==> src/rtl/pc_sequencer_pkg.sv <==
// Shared types and constants for the fetch-PC sequencer: next-PC source select,
// alignment mask and the RAS occupancy-counter width helper.
package pc_seq_pkg;

    typedef enum logic [2:0] {
        SEL_SEQ   = 3'd0,
        SEL_HOLD  = 3'd1,
        SEL_RAS   = 3'd2,
        SEL_REDIR = 3'd3,
        SEL_TRAP  = 3'd4
    } next_sel_e;

    localparam logic [1:0] ALIGN_MASK = 2'b11;

    // Counter must represent 0..depth inclusive, hence one bit above the index width.
    function automatic int cnt_w(input int depth);
        return $clog2(depth) + 32'sd1;
    endfunction

endpackage

==> src/rtl/pc_sequencer_if.sv <==
// Control/status bundle between the hazard/branch logic and the fetch-PC sequencer.
// Slave is the sequencer side; master drives the control inputs.
interface pc_sequencer_if
    import pc_seq_pkg::*;
#(
    parameter int XLEN = 32'sd32,
    parameter int CW   = cnt_w(32'sd4)
);
    logic            stall;
    logic            redirect_valid;
    logic [XLEN-1:0] redirect_target;
    logic            trap;
    logic            ras_push;
    logic            ras_pop;
    logic [XLEN-1:0] pc;
    logic [XLEN-1:0] pc_plus_inc;
    logic            pc_valid;
    logic            misalign_trap;
    logic            ras_underflow;
    logic [CW-1:0]   ras_count;

    modport master (
        output stall, redirect_valid, redirect_target, trap, ras_push, ras_pop,
        input  pc, pc_plus_inc, pc_valid, misalign_trap, ras_underflow, ras_count
    );

    modport slave (
        input  stall, redirect_valid, redirect_target, trap, ras_push, ras_pop,
        output pc, pc_plus_inc, pc_valid, misalign_trap, ras_underflow, ras_count
    );
endinterface

==> src/rtl/pc_sequencer_ras.sv <==
// Circular return-address stack: pushes overwrite the oldest entry when full,
// occupancy saturates at RAS_DEPTH, flush empties it in one cycle.
module pc_ras
    import pc_seq_pkg::*;
#(
    parameter int XLEN      = 32'sd32,
    parameter int RAS_DEPTH = 32'sd4,
    parameter int CW        = cnt_w(RAS_DEPTH)
) (
    input  logic            clk,
    input  logic            rst,
    input  logic            push,
    input  logic            pop,
    input  logic            flush,
    input  logic [XLEN-1:0] push_data,
    output logic [XLEN-1:0] top,
    output logic            empty,
    output logic [CW-1:0]   count
);
    localparam int PW = $clog2(RAS_DEPTH);

    logic [XLEN-1:0] mem_r [RAS_DEPTH];
    logic [PW-1:0]   ptr_r;
    logic [CW-1:0]   count_r;
    logic [PW-1:0]   top_idx_s;
    logic            full_s;

    assign top_idx_s = ptr_r - PW'(1);
    assign full_s    = (count_r == CW'(RAS_DEPTH));
    assign empty     = (count_r == {CW{1'b0}});
    assign top       = mem_r[top_idx_s];
    assign count     = count_r;

    // Stack storage, write pointer and occupancy; ptr points at the next free slot.
    always_ff @(posedge clk or posedge rst) begin
        if (rst) begin
            for (int i = 0; i < RAS_DEPTH; i++) begin
                mem_r[i] <= {XLEN{1'b0}};
            end
            ptr_r   <= {PW{1'b0}};
            count_r <= {CW{1'b0}};
        end else if (flush) begin
            ptr_r   <= {PW{1'b0}};
            count_r <= {CW{1'b0}};
        end else if (push && pop && !empty) begin
            // Pop consumes the old top; the push takes over that same slot.
            mem_r[top_idx_s] <= push_data;
        end else if (push) begin
            mem_r[ptr_r] <= push_data;
            ptr_r        <= ptr_r + PW'(1);
            count_r      <= full_s ? count_r : count_r + CW'(1);
        end else if (pop && !empty) begin
            ptr_r   <= top_idx_s;
            count_r <= count_r - CW'(1);
        end else begin
            count_r <= count_r;
        end
    end

endmodule

==> src/rtl/pc_sequencer.sv <==
// Fetch-PC generator: prioritised next-PC mux (trap, misaligned redirect, redirect,
// stall, RAS return, sequential), PC register, RAS and single-cycle status pulses.
module pc_sequencer
    import pc_seq_pkg::*;
#(
    parameter int              XLEN      = 32'sd32,
    parameter logic [XLEN-1:0] RESET_VEC = XLEN'(32'h0000_0000),
    parameter logic [XLEN-1:0] TRAP_VEC  = XLEN'(32'h0000_0100),
    parameter int              INC       = 32'sd4,
    parameter int              RAS_DEPTH = 32'sd4
) (
    input logic           clk,
    input logic           rst,
    pc_sequencer_if.slave bus
);
    localparam int              CW    = cnt_w(RAS_DEPTH);
    localparam logic [XLEN-1:0] INC_V = XLEN'(INC);

    next_sel_e       sel_s;
    logic [XLEN-1:0] pc_r;
    logic [XLEN-1:0] pc_inc_s;
    logic [XLEN-1:0] pc_nxt_s;
    logic            pc_valid_r;
    logic            misalign_s;
    logic            misalign_r;
    logic            underflow_s;
    logic            underflow_r;
    logic            push_s;
    logic            pop_s;
    logic            flush_s;
    logic [XLEN-1:0] ras_top_s;
    logic            ras_empty_s;
    logic [CW-1:0]   ras_cnt_s;

    assign pc_inc_s = pc_r + INC_V;

    // Next-PC source priority; the first post-reset cycle holds like a stall.
    always_comb begin
        sel_s      = SEL_SEQ;
        misalign_s = 1'b0;
        if (bus.trap) begin
            sel_s = SEL_TRAP;
        end else if (bus.redirect_valid && ((bus.redirect_target[1:0] & ALIGN_MASK) != 2'b00)) begin
            sel_s      = SEL_TRAP;
            misalign_s = 1'b1;
        end else if (bus.redirect_valid) begin
            sel_s = SEL_REDIR;
        end else if (bus.stall || !pc_valid_r) begin
            sel_s = SEL_HOLD;
        end else if (bus.ras_pop && !ras_empty_s) begin
            sel_s = SEL_RAS;
        end else begin
            sel_s = SEL_SEQ;
        end
    end

    // Next-PC mux.
    always_comb begin
        pc_nxt_s = pc_inc_s;
        unique case (sel_s)
            SEL_TRAP:  pc_nxt_s = TRAP_VEC;
            SEL_REDIR: pc_nxt_s = bus.redirect_target;
            SEL_HOLD:  pc_nxt_s = pc_r;
            SEL_RAS:   pc_nxt_s = ras_top_s;
            SEL_SEQ:   pc_nxt_s = pc_inc_s;
            default:   pc_nxt_s = pc_inc_s;
        endcase
    end

    // RAS operations only take effect while the PC advances; traps flush it.
    always_comb begin
        push_s  = 1'b0;
        pop_s   = 1'b0;
        flush_s = 1'b0;
        if (sel_s == SEL_TRAP) begin
            flush_s = 1'b1;
        end else if (sel_s == SEL_REDIR || sel_s == SEL_RAS || sel_s == SEL_SEQ) begin
            push_s = bus.ras_push;
            pop_s  = bus.ras_pop;
        end else begin
            flush_s = 1'b0;
        end
    end

    assign underflow_s = pop_s & ras_empty_s;

    pc_ras #(
        .XLEN      (XLEN),
        .RAS_DEPTH (RAS_DEPTH),
        .CW        (CW)
    ) u_ras (
        .clk       (clk),
        .rst       (rst),
        .push      (push_s),
        .pop       (pop_s),
        .flush     (flush_s),
        .push_data (pc_inc_s),
        .top       (ras_top_s),
        .empty     (ras_empty_s),
        .count     (ras_cnt_s)
    );

    // PC register, valid flag and status pulse flops.
    always_ff @(posedge clk or posedge rst) begin
        if (rst) begin
            pc_r        <= RESET_VEC;
            pc_valid_r  <= 1'b0;
            misalign_r  <= 1'b0;
            underflow_r <= 1'b0;
        end else begin
            pc_r        <= pc_nxt_s;
            pc_valid_r  <= 1'b1;
            misalign_r  <= misalign_s;
            underflow_r <= underflow_s;
        end
    end

    assign bus.pc            = pc_r;
    assign bus.pc_plus_inc   = pc_inc_s;
    assign bus.pc_valid      = pc_valid_r;
    assign bus.misalign_trap = misalign_r;
    assign bus.ras_underflow = underflow_r;
    assign bus.ras_count     = ras_cnt_s;

endmodule
==> src/flat_wrapper.sv <==
// flat-port wrapper written by rule: the top's interface ports become plain ports
module pc_sequencer_flat import pc_seq_pkg::*;
#(
    parameter int              XLEN      = 32'sd32,
    parameter logic [XLEN-1:0] RESET_VEC = XLEN'(32'h0000_0000),
    parameter logic [XLEN-1:0] TRAP_VEC  = XLEN'(32'h0000_0100),
    parameter int              INC       = 32'sd4,
    parameter int              RAS_DEPTH = 32'sd4
)
  (clk, rst, bus_stall, bus_redirect_valid, bus_redirect_target, bus_trap, bus_ras_push, bus_ras_pop, bus_pc, bus_pc_plus_inc, bus_pc_valid, bus_misalign_trap, bus_ras_underflow, bus_ras_count);
  pc_sequencer_if #(.XLEN(XLEN)) bus_i ();
  input logic clk;
  input logic rst;
  input wire logic [$bits(bus_i.stall)-1:0] bus_stall;
  input wire logic [$bits(bus_i.redirect_valid)-1:0] bus_redirect_valid;
  input wire logic [$bits(bus_i.redirect_target)-1:0] bus_redirect_target;
  input wire logic [$bits(bus_i.trap)-1:0] bus_trap;
  input wire logic [$bits(bus_i.ras_push)-1:0] bus_ras_push;
  input wire logic [$bits(bus_i.ras_pop)-1:0] bus_ras_pop;
  output wire logic [$bits(bus_i.pc)-1:0] bus_pc;
  output wire logic [$bits(bus_i.pc_plus_inc)-1:0] bus_pc_plus_inc;
  output wire logic [$bits(bus_i.pc_valid)-1:0] bus_pc_valid;
  output wire logic [$bits(bus_i.misalign_trap)-1:0] bus_misalign_trap;
  output wire logic [$bits(bus_i.ras_underflow)-1:0] bus_ras_underflow;
  output wire logic [$bits(bus_i.ras_count)-1:0] bus_ras_count;
  assign bus_i.stall = bus_stall;
  assign bus_i.redirect_valid = bus_redirect_valid;
  assign bus_i.redirect_target = bus_redirect_target;
  assign bus_i.trap = bus_trap;
  assign bus_i.ras_push = bus_ras_push;
  assign bus_i.ras_pop = bus_ras_pop;
  assign bus_pc = bus_i.pc;
  assign bus_pc_plus_inc = bus_i.pc_plus_inc;
  assign bus_pc_valid = bus_i.pc_valid;
  assign bus_misalign_trap = bus_i.misalign_trap;
  assign bus_ras_underflow = bus_i.ras_underflow;
  assign bus_ras_count = bus_i.ras_count;
  pc_sequencer #(.XLEN(XLEN), .RESET_VEC(RESET_VEC), .TRAP_VEC(TRAP_VEC), .INC(INC), .RAS_DEPTH(RAS_DEPTH)) u_core (.clk(clk), .rst(rst), .bus(bus_i));
endmodule
==> config.mk <==
export PLATFORM = sky130hd
export DESIGN_NAME = pc_sequencer_flat
export DESIGN_NICKNAME = d
export VERILOG_FILES = /design/src/rtl/pc_sequencer_pkg.sv /design/src/rtl/pc_sequencer_if.sv /design/src/rtl/pc_sequencer_ras.sv /design/src/rtl/pc_sequencer.sv /design/src/flat_wrapper.sv
export SDC_FILE = /design/constraint.sdc
export NUM_CORES = 1
export LEC_CHECK = 0
export BUFFER_PORTS_ARGS = -buffer_cell sky130_fd_sc_hd__buf_2
export CAP_MARGIN = 20
export CORE_MARGIN = 5
export CORE_UTILIZATION = 50
export CTS_CLUSTER_DIAMETER = 30
export DETAILED_ROUTE_END_ITERATION = 10
export GPL_TIMING_DRIVEN = 0
export HOLD_SLACK_MARGIN = 0.08
export PLACE_DENSITY = 0.85
export REMOVE_ABC_BUFFERS = 1
export SKIP_CTS_REPAIR_TIMING = 1
export SLEW_MARGIN = 15
export SYNTH_ARGS = -nofsm -noshare
export SYNTH_HDL_FRONTEND = slang
export SYNTH_SLANG_ARGS = --single-unit
==> constraint.sdc <==
create_clock -name clk -period 4.6 [get_ports clk]
set_input_delay 0.23 -clock clk [delete_from_list [all_inputs] [get_ports clk]]
set_output_delay 0.23 -clock clk [all_outputs]
set_load 0.005 [all_outputs]
==> results of run 1 <==
-- routing by layer --
metal  vias to the layer above  wire length [um]  track usage
met2                       388             11400        0.387
met4                         0               849        0.107
li1                       3160                 -            -
met5                         -                 0            0
met1                      3543              9190        0.316
met3                        66              2030       0.0603
-- through the flow --
step / instance area (um2) / TNS [ns]
2_1_floorplan: 8170 / -29.69
3_3_place_gp: 8990 / -394.11
3_5_place_dp: 9380 / 0
4_1_cts: 9980 / 0
5_1_grt: 10100 / 0
6_report: 10100 / 0
-- worst max-delay path, stage by stage, from the launching register on --
cell	delay, ns
dfrtp_1	0.56
ha_1	0.33
and3_1	0.31
nand4_1	0.39
o31a_1	0.45
nor2_1	0.34
inv_1	0.07
buf_2	0.13
-- flip-flops by register name, summed over array words and instances, names as in the netlist --
register,cells
u_core.bus.misalign_trap,1
u_core.bus.pc,32
u_core.bus.pc_valid,1
u_core.bus.ras_underflow,1
u_core.u_ras.count,3
u_core.u_ras.mem_r,128
u_core.u_ras.ptr_r,2
-- worst paths after layout --
check,startpoint,end,cells past startpoint
max,u_core.bus.pc[2]$_DFFE_PP0P_,bus_pc_plus_inc[26],7
min,bus_redirect_target[14],u_core.bus.pc[14]$_DFFE_PP0P_,3
max reg2reg,u_core.u_ras.ptr_r[0]$_DFFE_PP0P_,u_core.bus.pc[3]$_DFFE_PP0P_,7
min reg2reg,u_core.u_ras.mem_r[34]$_DFFE_PP0P_,u_core.u_ras.mem_r[34]$_DFFE_PP0P_,1
max in group asynchronous,rst,u_core.u_ras.ptr_r[0]$_DFFE_PP0P_,4
min in group asynchronous,rst,u_core.u_ras.mem_r[47]$_DFFE_PP0P_,3
-- where the power goes --
part           internal (mW)  switching [mW]
clock                  0.913           0.576
combinational          0.567           0.536
sequential              1.93           0.278
-- cells in the final DEF, fill, tap and decap left out, types with 5 or more instances in the layout --
cell,synthesis,routed
inv_1,40,39
xnor2_1,20,20
buf_16,0,9
o31a_1,7,7
xor2_1,7,7
clkbuf_16,0,17
dfrtp_1,168,167
nor3_1,20,20
a222oi_1,11,11
mux4_2,32,32
dlygate4sd3_1,0,14
o21ai_0,17,17
a22o_1,7,7
nor2_1,148,147
buf_2,40,108
nand3_1,13,13
nand4_1,9,9
nand2_1,41,41
a21oi_1,129,129
nor4_1,13,13
ha_1,6,5
mux2_2,15,15
o211ai_1,5,5
-- cell families after synthesis --
group	synth area share
adders and majority gates	0.00887
xor gates and xnor gates	0.0279
and+or+nand+nor	0.156
DFF	0.497
AOI/OAI and AO/OA	0.149
muxes	0.109
buffers and inverters	0.0523
other	0.000443
-- layout make-up --
type	count	area, um2
fill	1336	6470
sequential	168	4210
multi-input combinational	566	3870
timing repair buffer	137	1010
clock buffer	21	450
tap	220	275
inverter	40	158
clock inverter	8	149
==> metrics.md, run 1 <==
| Metric | Value |
|---|---|
| Most frequently used flop master after synthesis | `dfrtp_1` |
| Post-synth top cells | `168 x dfrtp_1, 148 x nor2_1, 129 x a21oi_1` |
| Pwr Density | `roughly 470 nW/um2` |
| Library cells used by synthesis | `66` |
| Post-synthesis cell area | `8460 um2` |
| TritonCTS clock tree | `built` |
| Iteration count of the initial detailed-routing pass | `8` |
| Largest net degree at the start of global routing | `104` |
| Final GP Congestion | `a little over 0.8` |
| Final period util | `0.709` |
| I/O pin cnt | `between 100 and 150` |
| First-pass GRT wire length | `37,900 um` |
| WL/cell | `roughly 20 um` |
| Tot Pwr | `around 4.8 mW` |
| Area leader, netlist | `dfrtp_1` |
| Post-Synthesis Cells | `835` |
| Horiz. Die Dim | `140 um` |
| Outcome | `finished clean` |
| R2R Setup Slk | `around 1.5 ns` |
| DP Worst Slack | `1.53 ns` |
| Leak | `roughly 4.6 nW` |
| Final setup violation count | `0` |
| Antenna fix cells | `0` |
| Ys async rst share | `1.00` |
| Layout cells sized above 1 | `0.234` |
| Area Overhead vs Synth | `19.5%` |
| Post-route antenna net violation count | `0` |
| DIE HEIGHT | `about 140 um` |
| Register clock-pin slew on the reported worst setup and hold paths | `0.06 ns` |
| # DRC | `0` |
| GR Util All Layers | `0.242` |
| Worst hold path type | `input port to register` |
| Final Routed Wirelength | `23,500 um` |
| Yosys warns | `0` |
| Yosys reg bits | `between 150 and 200` |
| Area of the die | `19,600 um2` |
| Most frequent cell after synthesis | `dfrtp_1` |
| Port Buffers | `108` |
| Rel. slew slack | `0.241` |
| Initial Util | `0.510` |
| CTS sink count | `168` |
| Post-synth top area share | `0.497` |
| EDFF count, synth | `0` |
| Area contributors post-synth | `dfrtp_1 50%, mux4_2 8.5%, a21oi_1 7.6%, nor2_1 6.6%, buf_2 2.4%` |
| Worst Hold Slack | `0.0454 ns` |
| Final slew viol count | `0` |
| CTS Buf Count | `17` |
| Arrival time at the worst endpoint | `approximately 3.0 ns` |
| Final Util | `0.610` |
| H-Tree Depth | `4` |
| Seq/Total Area, Yosys | `0.497` |
| Root buf cell | `clkbuf_16` |
| Synthesized area per cell | `approximately 10 um2` |
| Critical path class | `register to primary output` |
| Worst vdd ir | `0.000339 V` |
| Crit path time final | `3.26 ns` |
| Endpoints failing hold | `0` |
| CP Launch Type | `register` |
| CP Capture Type | `primary output` |
| Core Area | `16,600 um2` |
| Initial antenna violation count | `0` |
| Max_cap viols | `0` |
| Clk_lat worst skew | `roughly 0.43 ns` |
| Clock Skews | `0.00972 ns` |
| Setup ws final | `1.34 ns` |
| Vias per cell | `6.17` |
| Worst slew pin tran | `about 1.1 ns` |
| Site Rows | `47` |
| Layout Nets | `975` |
| Maximum clock rate | `307 MHz` |
| Placed Cells | `1,117` |
| Non-filler cells, final | `1,160` |
| Largest fanout on the critical path | `10` |
| Max Root-Sink Buffers | `2` |
| Required time worst endpoint | `4.37 ns` |
| Detailed placement HPWL | `15,600 um` |
| Vias in the first global route | `7,088` |
| RSZ-0062 raised after global routing | `false` |
| Via count | `~7.2k` |
| GRT overflow | `0` |
| DRT iter0 DRCs | `870` |
Power figures use the tool's default switching activity.
==> inputs of run 2 (changes only) <==
Clock period 4.6 ns to 2.8 ns, I/O delays scaled along.
==> run 2 against run 1 <==
First-iteration DRC count up 4.9%. Combinational power up 74%. Clock skew up 0.0015 ns. Worst setup slack worse by 1.3 ns. Utilization up 1.6 points. Total power up 67%. Non-clock buffer count up 24. Cell count up 2.1%. Global-route usage unchanged. Critical endpoint is now bus_pc_plus_inc[29].
==> metrics.md, run 2 (synthesized netlist as in run 1, its figures left out) <==
| Metric | Value |
|---|---|
| H-Tree Depth | `4` |
| Sw Share | `0.293` |
| GR peak layer | `met2` |
| # DRC | `0` |
| Psw | `between 2 and 2.5 mW` |
| Maximum clock rate | `364 MHz` |
| Register clock-pin slew on the reported worst setup and hold paths | `0.06 ns` |
| Horiz. Die Dim | `140 um` |
| Most frequent cells in the layout | `166 x dfrtp_1, 145 x nor2_1, 129 x a21oi_1` |
| Commonest non-fill, non-tap cell in the layout | `dfrtp_1` |
| CTS Buf Count | `17` |
| Arrival time at the worst endpoint | `2.61 ns` |
| Max Root-Sink Buffers | `2` |
| DRT iter0 DRCs | `913` |
| GR Layer Usage met2 | `0.387` |
| Area Overhead vs Synth | `22.7%` |
| CP Launch Type | `register` |
| Largest fanout on the critical path | `11` |
| R2R Setup Slk | `about 0.070 ns` |
| Worst setup startpoint | `u_core.bus.pc[8]$_DFFE_PP0P_` |
| Clock group share of total power | `0.308` |
| Fillers | `1,282` |
| Pwr Density | `around 770 nW/um2` |
| Iteration count of the initial detailed-routing pass | `7` |
| Via count | `7,295` |
| Rel. slew slack | `0.405` |
| Critical path class | `register to primary output` |
| Area of the die | `19,600 um2` |
| Endpoints failing hold | `0` |
| GRT overflow | `0` |
| Port Buffers | `108` |
| Crit path time final | `2.75 ns` |
| Max reg flops | `about 130` |
| Non-filler cells, final | `between 1k and 1.5k` |
| Sequential power share | `0.454` |
| CTS sink count | `~170` |
| Placed Cells | `1,117` |
| Final setup violation count | `0` |
| Final Routed Wirelength | `around 25,000 um` |
| DIE HEIGHT | `about 140 um` |
| Required time worst endpoint | `2.66 ns` |
| Worst Hold Slack | `~0.097 ns` |
| Vias in the first global route | `7,088` |
| RSZ-0062 raised after global routing | `true` |
| First-pass GRT wire length | `37,900 um` |
| Antenna fix cells | `0` |
| Part of the power in combinational logic | `0.239` |
| Layout cells sized above 1 | `0.258` |
| Core Area | `16,600 um2` |
| Worst vdd ir | `0.000557 V` |
| Vias per cell | `6.16` |
| Clock Skews | `about 0.011 ns` |
| TritonCTS clock tree | `built` |
| I/O pin cnt | `109` |
| Final slew viol count | `0` |
| WL/cell | `20.7 um` |
| Largest net degree at the start of global routing | `104` |
| Final period util | `0.981` |
| Final GP Congestion | `0.814` |
| Worst slew pin tran | `0.891 ns` |
| Layout Nets | `999` |
| Leak | `4.79 nW` |
| Reg2Reg Launch Point | `u_core.u_ras.ptr_r[0]$_DFFE_PP0P_` |
| Initial Util | `0.510` |
| Root buf cell | `clkbuf_16` |
| CP Capture Type | `primary output` |
| Outcome | `finished clean` |
| Clk_lat worst skew | `0.44 ns` |
| Hold wc startpoint | `bus_redirect_valid` |
| Most flops, register | `u_core.u_ras.mem_r` |
| Site Rows | `47` |
| Initial antenna violation count | `0` |
| GR Util All Layers | `0.242` |
| Met1 Use GR | `0.316` |
| Worst hold path type | `input port to register` |
| Detailed placement HPWL | `15,600 um` |
| Met3 usage | `0.0603` |
| Cell Int Power | `5.66 mW` |
| Post-route antenna net violation count | `0` |
| Max_cap viols | `0` |
-- run 2: cell types whose count changed in the layout (fill, tap and decap cells not counted), moves of 2 or more --
cell	previous run	this run
and4_1	4	2
and4_2	0	2
buf_12	1	3
buf_4	0	16
dlygate4sd3_1	14	20
nor2_1	147	145
-- run 2: area by class of cell --
class	instances	area (um2)	share of cell area
multi-input cells	566	3920	0.377
well taps	220	275	0.0265
repair buffers	161	1230	0.118
flip-flops and latches	168	4210	0.405
clock buffers	21	450	0.0434
clock inverters	8	149	0.0143
inverters	40	158	0.0152
-- run 2: final timing paths --
path / cells past startpoint / end
worst min-delay path: 2 / u_core.bus.misalign_trap$_DFF_PP0_
worst max register to register: 7 / u_core.bus.pc[18]$_DFFE_PP0P_
worst min register to register: 1 / u_core.u_ras.mem_r[33]$_DFFE_PP0P_
min in group asynchronous: 3 / u_core.u_ras.mem_r[47]$_DFFE_PP0P_
worst max-delay path: 8 / bus_pc_plus_inc[29]
max in group asynchronous: 4 / u_core.bus.pc[2]$_DFFE_PP0P_
-- run 2: power groups by stage --
stage	registers, mW	clock network (mW)	logic, mW
final	3.63	2.46	1.91
after global routing	3.70	2.57	2.11
after CTS	3.60	2.46	1.80
after detailed placement	3.63	0	1.76
after global placement	3.60	0	1.62
after floorplan	3.51	0	1.34
-- run 2: metal layers --
metal / routed length (um) / vias up
met2: 12100 / 446
met5: 0 / -
met4: 741 / 0
met1: 9400 / 3583
li1: - / 3204
met3: 2270 / 62
-- run 2: worst max-delay path, stage by stage (launching register included) --
cell     delay [ns]
dfrtp_1        0.51
and4_2         0.38
nand4_1        0.13
buf_4          0.22
buf_4          0.15
nor3_2         0.25
xnor2_1        0.28
inv_1          0.10
buf_2          0.15
-- run 2: stage by stage --
stage / worst slack (ns) / utilization / area [um2] / TNS, ns / power, mW
floorplan: -1.89 / - / 8170 / -388.43 / 4.85
global placement: -3.75 / 0.542 / 8990 / -960.05 / 5.22
detailed placement: -0.274 / 0.565 / 9380 / -4.39 / 5.39
CTS: -0.325 / 0.602 / 9980 / -7.51 / 7.86
global route: -0.0354 / 0.626 / 10400 / -0.107 / 8.38
finish: 0.0520 / 0.626 / 10400 / 0 / 8.00
==> inputs of run 3 (changes only) <==
--- a/config.mk
+++ b/config.mk
@@ -7,2 +7,3 @@
 export LEC_CHECK = 0
+export ABC_AREA = 1
 export BUFFER_PORTS_ARGS = -buffer_cell sky130_fd_sc_hd__buf_2
@@ -15,3 +16,3 @@
 export HOLD_SLACK_MARGIN = 0.08
-export PLACE_DENSITY = 0.85
+export PLACE_DENSITY_LB_ADDON = 0.3
 export REMOVE_ABC_BUFFERS = 1
==> constraint.sdc (replaced) <==
create_clock -name clk -period 2.8 [get_ports clk]
set_input_delay 0.84 -clock clk [delete_from_list [all_inputs] [get_ports clk]]
set_output_delay 0.84 -clock clk [all_outputs]
set_load 0.005 [all_outputs]
==> run 3 against run 2 <==
The run now ends with negative setup slack left. Count of clock-buffer cells in the layout increased by 2. Cell count increased by 26%. Total power decreased by 7.5%. Highest routed layer unchanged.
==> metrics.md, run 3 <==
| Metric | Value |
|---|---|
| Layout Nets | `between 1k and 1.5k` |
| Vias in the first global route | `7,859` |
| RSZ-0062 raised after global routing | `true` |
| Largest net degree at the start of global routing | `95` |
| Layout cells sized above 1 | `0.326` |
| CP Capture Type | `primary output` |
| Root buf cell | `clkbuf_16` |
| Leak | `between 5 and 6 nW` |
| Yosys warns | `0` |
| Commonest non-fill, non-tap cell in the layout | `nand2_1` |
| Most frequent cell after synthesis | `nand2_1` |
| Largest fanout on the critical path | `7` |
| Worst hold path type | `input port to async pin` |
| Final GP Congestion | `between 0.9 and 1` |
| Area contributors post-synth | `dfrtp_1 46%, nand2_1 14%, o21ai_2 6.6%, nor2_1 5.0%, o21ai_0 3.8%` |
| Finished Cell Area | `11,200 um2` |
| Post-Synthesis Cells | `1,122` |
| Failing checks | `negative setup slack` |
| Worst slew pin tran | `0.873 ns` |
| Vias per cell | `5.56` |
| GR Util All Layers | `0.236` |
| Register clock-pin slew on the reported worst setup and hold paths | `about 0.060 ns` |
| Clk_lat worst skew | `0.43 ns` |
| Ys async rst share | `1.00` |
| Worst vdd ir | `around 0.00043 V` |
| Synthesized area per cell | `between 8 and 9 um2` |
| Seq/Total Area, Yosys | `0.461` |
| # DRC | `0` |
| Crit path time final | `approximately 2.9 ns` |
| Area of the multi-input gates | `between 4000 and 5000 um2` |
| Pwr Density | `661 nW/um2` |
| Antenna fix cells | `0` |
| Most frequently used flop master after synthesis | `dfrtp_1` |
| Final slew viol count | `0` |
| Setup TNS | `-0.235 ns` |
| Yosys reg bits | `168` |
| Initial Util | `0.507` |
| Area leader, netlist | `dfrtp_1` |
| CP Launch Type | `register` |
| Initial antenna violation count | `0` |
| Port Buffers | `108` |
| Final period util | `1.03` |
| Area Overhead vs Synth | `22.9%` |
| TritonCTS clock tree | `built` |
| Post-synth top area share | `0.461` |
| WL/cell | `17.5 um` |
| FF/Latch Area | `4240 um2` |
| Max reg flops | `128` |
| CTS Buf Count | `17` |
| Most flops, register | `u_core.u_ras.mem_r` |
| GRT overflow | `0` |
| Required time worst endpoint | `approximately 2.0 ns` |
| Horiz. Die Dim | `145 um` |
| Via count | `8,305` |
| Max_cap viols | `0` |
| Rel. slew slack | `0.417` |
| DRT iter0 DRCs | `about 700` |
| Final setup violation count | `5` |
| Post-synth top cells | `333 x nand2_1, 168 x dfrtp_1, 122 x nor2_1` |
| Max Root-Sink Buffers | `2` |
| Critical path class | `register to primary output` |
| Final Util | `0.623` |
| Fillers | `1,501` |
| Setup ws final | `-0.0909 ns` |
| Area of the die | `21,000 um2` |
| Site Rows | `49` |
| Maximum clock rate | `around 350 MHz` |
| Endpoints failing hold | `0` |
| DIE HEIGHT | `145 um` |
| Arrival time at the worst endpoint | `2.05 ns` |
| Post-route antenna net violation count | `0` |
| EDFF count, synth | `0` |
| Outcome | `finished, violations left` |
| Worst Hold Slack | `between 0.4 and 0.5 ns` |
| Library cells used by synthesis | `44` |
| Iteration count of the initial detailed-routing pass | `5` |
| First-pass GRT wire length | `around 40,000 um` |
| Detailed placement HPWL | `15,600 um` |
| Core Area | `18,000 um2` |
| I/O pin cnt | `109` |
| H-Tree Depth | `4` |
| Final Routed Wirelength | `26,200 um` |
| CTS sink count | `between 150 and 200` |
| Post-synthesis cell area | `~9100 um2` |
| Clock Skews | `around 0.0096 ns` |
| Most frequent cells in the layout | `306 x nand2_1, 141 x dfrtp_1, 107 x buf_2` |
| Post-Place Cell Area | `around 9600 um2` |
-- run 3: worst paths after layout --
kind / from / endpoint / slack, ns / depth (start not counted)
min in group clk: u_core.u_ras.mem_r[81]$_DFFE_PP0P_ / u_core.u_ras.mem_r[81]$_DFFE_PP0P_ / 0.47 / 2
worst min-delay path: rst / u_core.bus.pc[1]$_DFFE_PP0P_ / 0.46 / 2
worst max register to register: u_core.u_ras.ptr_r[0]$_DFFE_PP0P_ / u_core.bus.pc[27]$_DFFE_PP0P_ / 0.15 / 8
max in group asynchronous: rst / u_core.bus.pc[13]$_DFFE_PP0P_ / 1.46 / 3
worst min register to register: u_core.u_ras.mem_r[81]$_DFFE_PP0P_ / u_core.u_ras.mem_r[81]$_DFFE_PP0P_ / 0.47 / 2
worst max-delay path: u_core.bus.pc[11]$_DFFE_PP0P_ / bus_pc_plus_inc[26] / -0.09 / 6
-- run 3: stage by stage --
step | worst slack, ns | instances | total power, mW
6_report | -0.0909 | 1495 | 7.40
5_1_grt | -0.198 | 1495 | 7.78
4_1_cts | -0.993 | 1434 | 7.20
3_5_place_dp | -0.982 | 1403 | 4.77
3_3_place_gp | -4.66 | 1400 | 4.69
2_1_floorplan | -2.59 | 1063 | 4.22
-- run 3: report_power, final --
group | switching, mW | leakage, nW | total, mW | internal [mW]
registers | 0.311 | 2.22 | 3.18 | 2.87
logic | 1.05 | 2.81 | 1.78 | 0.723
clock network | 0.951 | 0.303 | 2.44 | 1.49
total | 2.32 | 5.33 | 7.40 | 5.08
-- run 3: worst max-delay path, stage by stage, from the launching register on --
cell and delay, ns:
dfrtp_2 0.44, nand2_1 0.12, nor2_2 0.18, nand2_1 0.16, nor3_4 0.30, xor2_4 0.26, buf_2 0.16
-- run 3: metal layers --
layer | vias up | wire length (um) | track usage
met5 | - | 0 | 0
met4 | 0 | 585 | 0.0782
met3 | 51 | 1740 | 0.0496
met2 | 299 | 12800 | 0.386
met1 | 4033 | 11100 | 0.315
li1 | 3922 | - | -
-- run 3: cell type report --
| type | instances | area share |
|---|---|---|
| Multi-Input combinational cell | 822 | 0.412 |
| Sequential cell | 168 | 0.379 |
| Timing Repair Buffer | 171 | 0.103 |
| Clock buffer | 23 | 0.0436 |
| Inverter | 73 | 0.0265 |
| Tap cell | 229 | 0.0256 |
| Clock inverter | 8 | 0.0106 |
| Timing Repair inverter | 1 | 0.000670 |
-- run 3: cell families (layout without fill, tap and decap cells) --
kind of cell             Yosys count  in the layout  synth area share
AO/OA/AOI/OAI                    251            251             0.182
XOR/XNOR                          19             19            0.0199
adder cells (fa/ha/maj)            6              6           0.00824
buffers and inverters            132            276            0.0765
flip-flops                       168            168             0.461
other                              1              1          0.000412
AND/OR/NAND/NOR                  545            545             0.251
